===== config.mk =====
export PLATFORM = sky130hd
export DESIGN_NAME = dial_quad_frontend
export DESIGN_NICKNAME = d
export VERILOG_FILES = /design/src/rtl/dial_quad_frontend.sv
export SDC_FILE = /design/constraint.sdc
export NUM_CORES = 1
export LEC_CHECK = 0
export BUFFER_PORTS_ARGS = -buffer_cell sky130_fd_sc_hd__buf_2
export CORE_UTILIZATION = 35
export CTS_CLUSTER_DIAMETER = 80
export CTS_CLUSTER_SIZE = 40
export DETAILED_ROUTE_END_ITERATION = 6
export PLACE_DENSITY = 0.55
export SLEW_MARGIN = 20
export SYNTH_ARGS = -nofsm -noshare
export SYNTH_HDL_FRONTEND = slang
export SYNTH_SLANG_ARGS = --single-unit
export TNS_END_PERCENT = 1

===== constraint.sdc =====
create_clock -name clk -period 2.5 [get_ports clk]
set_input_delay 0.125 -clock clk [delete_from_list [all_inputs] [get_ports clk]]
set_output_delay 0.125 -clock clk [all_outputs]
set_load 0.1 [all_outputs]

===== src/rtl/dial_quad_frontend.sv =====
// dial_quad_frontend: x4 quadrature decoder, detent accumulator and modulo dial position.
// Define DIAL_GLITCH_CNT_EN to build the saturating illegal-transition counter.
module dial_quad_frontend #(
  parameter int DIAL_STEPS = 40,
  parameter int DETENT_DIV = 4,
  parameter int CODE0      = 12,
  parameter int CODE1      = 27,
  parameter int CODE2      = 5
) (
  input  logic       clk,
  input  logic       rst,
  input  logic       qa,
  input  logic       qb,
  input  logic       countEn,
  input  logic       clrCount,
  input  logic [1:0] sel,
  output logic       cnten,
  output logic       up,
  output logic       dirch,
  output logic       eq,
  output logic [5:0] pos,
  output logic [7:0] glitch_cnt
);
  localparam int AW = $clog2(DETENT_DIV + 1);
  logic [1:0] s1, s2, q_prev, d;
  logic primed, acc_dir, has_dir, step_v, step_dir, mv, mdir, done;
  logic [AW-1:0] acc, nacc;
  logic [5:0] code, pos_cw, pos_ccw;
  function automatic logic [1:0] g2i(input logic [1:0] g);
    return {g[1], g[1] ^ g[0]};
  endfunction
  // Gray codes mapped to a 2-bit ring index: +1 is clockwise, +3 counter-clockwise, +2 illegal
  assign d       = g2i(s2) - g2i(q_prev);
  assign mv      = primed && d[0];
  assign mdir    = d == 2'd1;
  assign nacc    = (mdir == acc_dir) ? acc + AW'(1) : AW'(1);
  assign done    = mv && nacc == AW'(DETENT_DIV);
  assign code    = sel == 2'd0 ? 6'(CODE0) : sel == 2'd1 ? 6'(CODE1) : 6'(CODE2);
  assign pos_cw  = pos == 6'(DIAL_STEPS - 1) ? '0 : pos + 6'd1;
  assign pos_ccw = pos == '0 ? 6'(DIAL_STEPS - 1) : pos - 6'd1;
  // A completed detent is staged in step_v and applied one cycle later
  always_ff @(posedge clk or negedge rst) begin
    if (!rst) begin
      s1 <= '0;
      s2 <= '0;
      q_prev <= '0;
      primed <= 1'b0;
      acc <= '0;
      acc_dir <= 1'b1;
      step_v <= 1'b0;
      step_dir <= 1'b1;
      has_dir <= 1'b0;
      cnten <= 1'b0;
      up <= 1'b1;
      dirch <= 1'b0;
      eq <= 1'b0;
      pos <= '0;
    end else begin
      s1 <= {qa, qb};
      s2 <= s1;
      q_prev <= s2;
      primed <= 1'b1;
      eq <= pos == code;
      cnten <= 1'b0;
      dirch <= 1'b0;
      step_v <= 1'b0;
      if (clrCount) begin
        pos <= '0;
        acc <= '0;
        has_dir <= 1'b0;
      end else begin
        if (mv) begin
          acc <= done ? '0 : nacc;
          acc_dir <= mdir;
          step_v <= done;
          step_dir <= mdir;
        end
        if (step_v && countEn) begin
          cnten <= 1'b1;
          up <= step_dir;
          pos <= step_dir ? pos_cw : pos_ccw;
          dirch <= has_dir && step_dir != up;
          has_dir <= 1'b1;
        end
      end
    end
  end
`ifdef DIAL_GLITCH_CNT_EN
  logic ill;
  assign ill = primed && d == 2'd2;
  always_ff @(posedge clk or negedge rst) begin
    if (!rst) glitch_cnt <= '0;
    else if (ill && glitch_cnt != 8'hff) glitch_cnt <= glitch_cnt + 8'd1;
  end
`else
  assign glitch_cnt = '0;
`endif
endmodule


---- Yosys cells after proc, flatten, opt, wreduce, memory -nomap -nowiden ----
Cells that the tools add are included.
cells by class
  equal/unequal tests ..................... 7
  add/subtract/negate cells ............... 4
  reduce and logical (&&, ||, !) cells .... 10
  mux-type cells .......................... 19
  bitwise operators ....................... 3
operator list
  kind                                                  number
  2-to-1 mux 6 bit                                      5
  2-to-1 mux 3 bit                                      4
  2-to-1 mux 5 bit                                      2
  2-to-1 mux 1 bit                                      8
  adder 6 x 1 -> 6 bit (second input constant)          1
  equality test 6 x 5 -> 1 bit                          1
  equality test 6 bit (second input constant)           1
  zero test 6 bit                                       1
  subtractor 6 x 1 -> 6 bit (second input constant)     1
  equality test 2 x 1 -> 1 bit (second input constant)  2
  logical AND 1 bit                                     4
  AND reduction 2 bit                                   2
  nonzero test 2 bit                                    2
  adder 3 x 1 -> 3 bit (second input constant)          1
  equality test 3 bit (second input constant)           1
  zero test 2 bit                                       1
  subtractor 2 bit                                      1
  bitwise XOR 1 bit                                     2
  equality test 1 bit                                   1
  inequality test 1 bit                                 1
  NOT 1 bit                                             1
storage, ports and cells
  input port bits ......................... 8
  register bits ........................... 23
  output and inout port bits .............. 18

---- Logic depth before layout (Yosys ltp) ----
  word-level depth ........................ 10
  mapped depth ............................ 7

---- Worst setup path before layout ----
OpenSTA, ideal clock, no wires.
  path kind ............................... register to register
  start point ............................. register pos[1]
  end point ............................... register pos[2]
  arrival time ............................ 2,180 ps
  period minus slack after synthesis ...... 2,306 ps
  slack ................................... 194 ps
  stages on the path, launching flop included .. 7
  buffers on the path ..................... 0
  data required time ...................... 2,374 ps
  setup time .............................. 126 ps
  path through ............................ dfrtp_1 inv_1 ha_1 and2b_2 a211o_1 a31oi_1 a211oi_1
on the way
  longest elaborated chain between the ends .. 5
  elaborated cells on any way between the ends .. 9
RTL lines
  element                                            line    source
  start: declaration                                 21      output logic [5:0] pos,
  start signal: assignment                           81      pos <= step_dir ? pos_cw : pos_ccw;
  subtractor 6 x 1 -> 6 bit (tied with other cells)  40      assign pos_ccw = pos == '0 ? 6'(DIAL_STEPS - 1) : pos - 6'd1;
  2-to-1 mux 6 bit (on tied branches)                40, 39
  2-to-1 mux 6 bit (*)                               81
  2-to-1 mux 6 bit (*)                               78      if (step_v && countEn) begin
  2-to-1 mux 6 bit (*)                               67      if (clrCount) begin
Mark *: on every way between the ends. The rest lies on a longest branch, timed or not. The select of a mux whose other input is x is not followed.
A chain may end at the register's enable or synchronous reset.

---- Final worst setup path ----
  start point ............................. register pos[0]
  end point ............................... register pos[2]
Same word-level chain as after synthesis.

==> qor.csv <==
metric,value,unit
status,"finished, final reports clean",
initial antenna violation count,0,
Hold Path Class,in -> reg,
CP arrival,1.94,ns
Main synth FF type,dfrtp_1,
"Distinct cells, synth",47,
clock skew,0.00360,ns
I/O Pins,26,
Max-cap violations,0,
Max H-tree Level,1,
WHS Endpoint,eq,
hpwl dp,1840,um
worst r2r dst,pos[2],
cts bufs inserted,3,
DR WL/cell,13.1,um
Syn Area/Cell,10.3,sq um
global-route wire length before repair,4390,um
leading area contributor after synthesis,dfrtp_1,
Synth-to-Final Area Change,5.72,%
Worst R2R Path Depth,6,
Buf/Inv on CP,1,
Synth area leaders,"dfrtp_1, clkbuf_8, ha_1",
Worst-Skew Late Latency,0.27,ns
hold path start,sel[1],
CP Cell Sequence,"inv_1, ha_1, and2b_2, a211o_1, a31oi_1, a211oi_1",
vias,1017,
Slew HR,65.7,%
GRT Total Usage,13.4,%
Core Rows,22,
Max Slew Vio Count,0,
grt total ovfl,0,
Worst EP required,2.63,ns
drt total wl,2630,um
Core Area,3770,sq um
number of global-route vias before repair,986,
cell leakage power,0.000696,uW
Max IR drop VDD,0.259,mV
vias per cell,5.09,
largest net degree at the start of global routing,24,
Final Hold Vio Count,0,
Syn Std Cell Area,1420,sq um
die area,4320,sq um
Crit path largest cell delay,0.53,ns
die width,65.8,um
TritonCTS clock tree,done,
Pwr Density,559,nW/um^2
flop2flop setup slack,0.69,ns
RePlAce Congestion,0.883,
DRC Markers,0,
first-pass iteration count of the detailed router,5,
final net count,166,
post-CTS setup buffers,0,
Mapped Cells,138,
Fillers,384,
Yosys warnings,0,
final hold slack,0.181,ns
CP startpoint kind,flip-flop,
setup TNS,0,ns
fmax,0.554,GHz
post-synthesis register bit count,23,
top-area cell type share of the netlist area,36.9,%
CP endpoint kind,flip-flop,
RR Startpoint,pos[0],
Initial Util,37.7,%
layout cells sized above 1,19.7,%
CP max-delay cell,dfrtp_1,
asr flop ratio synth,100,%
Top delay family on crit path,flip-flops,
hold depth,4,
most frequent cells in the layout,"dfrtp_1, buf_2, nor2_1, conb_1, a21oi_1",
Final period util,72.2,%
# port buffers,17,
sequential share of the synthesized area,40.6,%
1st-iter DRT viols,30,
post-layout min period,1.81,ns
final number of setup-violating endpoints,0,
"EDFF count, synth",0,
RSZ-0062 raised after global routing,no,
Worst-Margin Slew,0.514,ns
TritonCTS Sinks,23,
CTS root buffer,clkbuf_8,
Clock transition at path regs,0.08,ns
"commonest non-fill, non-tap cell in the layout",dfrtp_1,
Crit Path Category,reg -> reg,
Antenna Nets Post-Route,0,
die height,65.8,um
# diodes,0,
Bufs on Longest Clock Path,2,
CP max FO,12,
## sequential cells by signal, summed over array words and instances (netlist names)
name / count
pos: 6
acc: 3
q_prev: 2
s1: 2
s2: 2
cnten: 1
dirch: 1
eq: 1
has_dir: 1
primed: 1
step_dir: 1
step_v: 1
up: 1
## metrics by stage
| step | instance area, sq um | instances | total power, uW | worst slack [ns] | util (%) |
|---|---|---|---|---|---|
| finish | 1500 | 200 | 841 | 0.694 | 39.9 |
| global route | 1500 | 200 | 887 | 0.608 | 39.9 |
| global placement | 1430 | 193 | 610 | 0.773 | 37.9 |
| floorplan | 1450 | 145 | 621 | 0.194 | - |
| CTS | 1500 | 200 | 855 | 0.708 | 39.9 |
| detailed placement | 1430 | 193 | 614 | 0.727 | 37.9 |
## how the worst max path moves through the flow
stage                     cells after the start  endpoint  slack, ns  startpoint
after detailed placement                      6    pos[2]       0.73      pos[0]
after global placement                        6    pos[2]       0.77      pos[0]
after CTS                                     6    pos[2]       0.71      pos[0]
after floorplan                               6    pos[2]       0.19      pos[1]
after global routing                          6    pos[2]       0.61      pos[0]
final                                         6    pos[2]       0.69      pos[0]
## cell families (layout without fill, tap and decap cells)
kind of cell               after synthesis  count (layout)  synth area share, %
and+or+nand+nor                         41              41                 16.6
buffers and inverters                   23              30                 13.3
adders and majority gates                5               5                 4.40
muxes                                    3               3                 2.29
AOI/OAI and AO/OA                       33              33                 16.4
xor gates and xnor gates                 8               8                 5.89
DFF                                     23              23                 40.6
other                                    2               9                0.528
## report_power, final
part / switching (uW) / leakage [uW] / internal, uW
combinational: 107 / 0.000373 / 56.6
clock: 121 / 0.0000255 / 111
sequential: 49.4 / 0.000297 / 395
## synthesized netlist by cell type, types with 3 or more instances
master,count
a31oi_1,5
ha_1,5
nor2_1,9
xnor2_1,3
nand2_1,7
nand4_1,3
buf_6,3
o31ai_1,3
nand3_1,3
clkbuf_8,5
xor2_1,4
nand2b_1,5
a21oi_1,8
inv_1,6
buf_4,8
dfrtp_1,21
## area by class of cell
| type | count | area [sq um] | share of cell area [%] |
|---|---|---|---|
| multi-input cells | 99 | 682 | 45.3 |
| flip-flops and latches | 23 | 578 | 38.4 |
| clock buffers | 3 | 41.3 | 2.75 |
| inverters | 6 | 22.5 | 1.50 |
| repair buffers | 20 | 115 | 7.65 |
| clock inverters | 1 | 5.00 | 0.333 |
| well taps | 48 | 60.1 | 3.99 |
## tightest hold or removal path: cells and delay by family
kind / cells / cell delay [ns]
buffers and inverters: 2 / 0.11
AO/OA/AOI/OAI: 2 / 0.16
## routing by layer
metal / up-vias / GRT usage (%) / share of wire [%]
li1: 498 / - / -
met1: 490 / 17.3 / 48
met2: 25 / 21.3 / 46
met3: 4 / 2.95 / 4.2
met4: 0 / 5.43 / 1.2
met5: - / 0 / 0
## timing repair
item / 4_1_cts / 5_1_grt
hold endpoints to repair: 23 / 0
resized for setup: 0 / 0
hold buffers: 3 / 0
No activity file was read; power rests on OpenSTA's default activity.
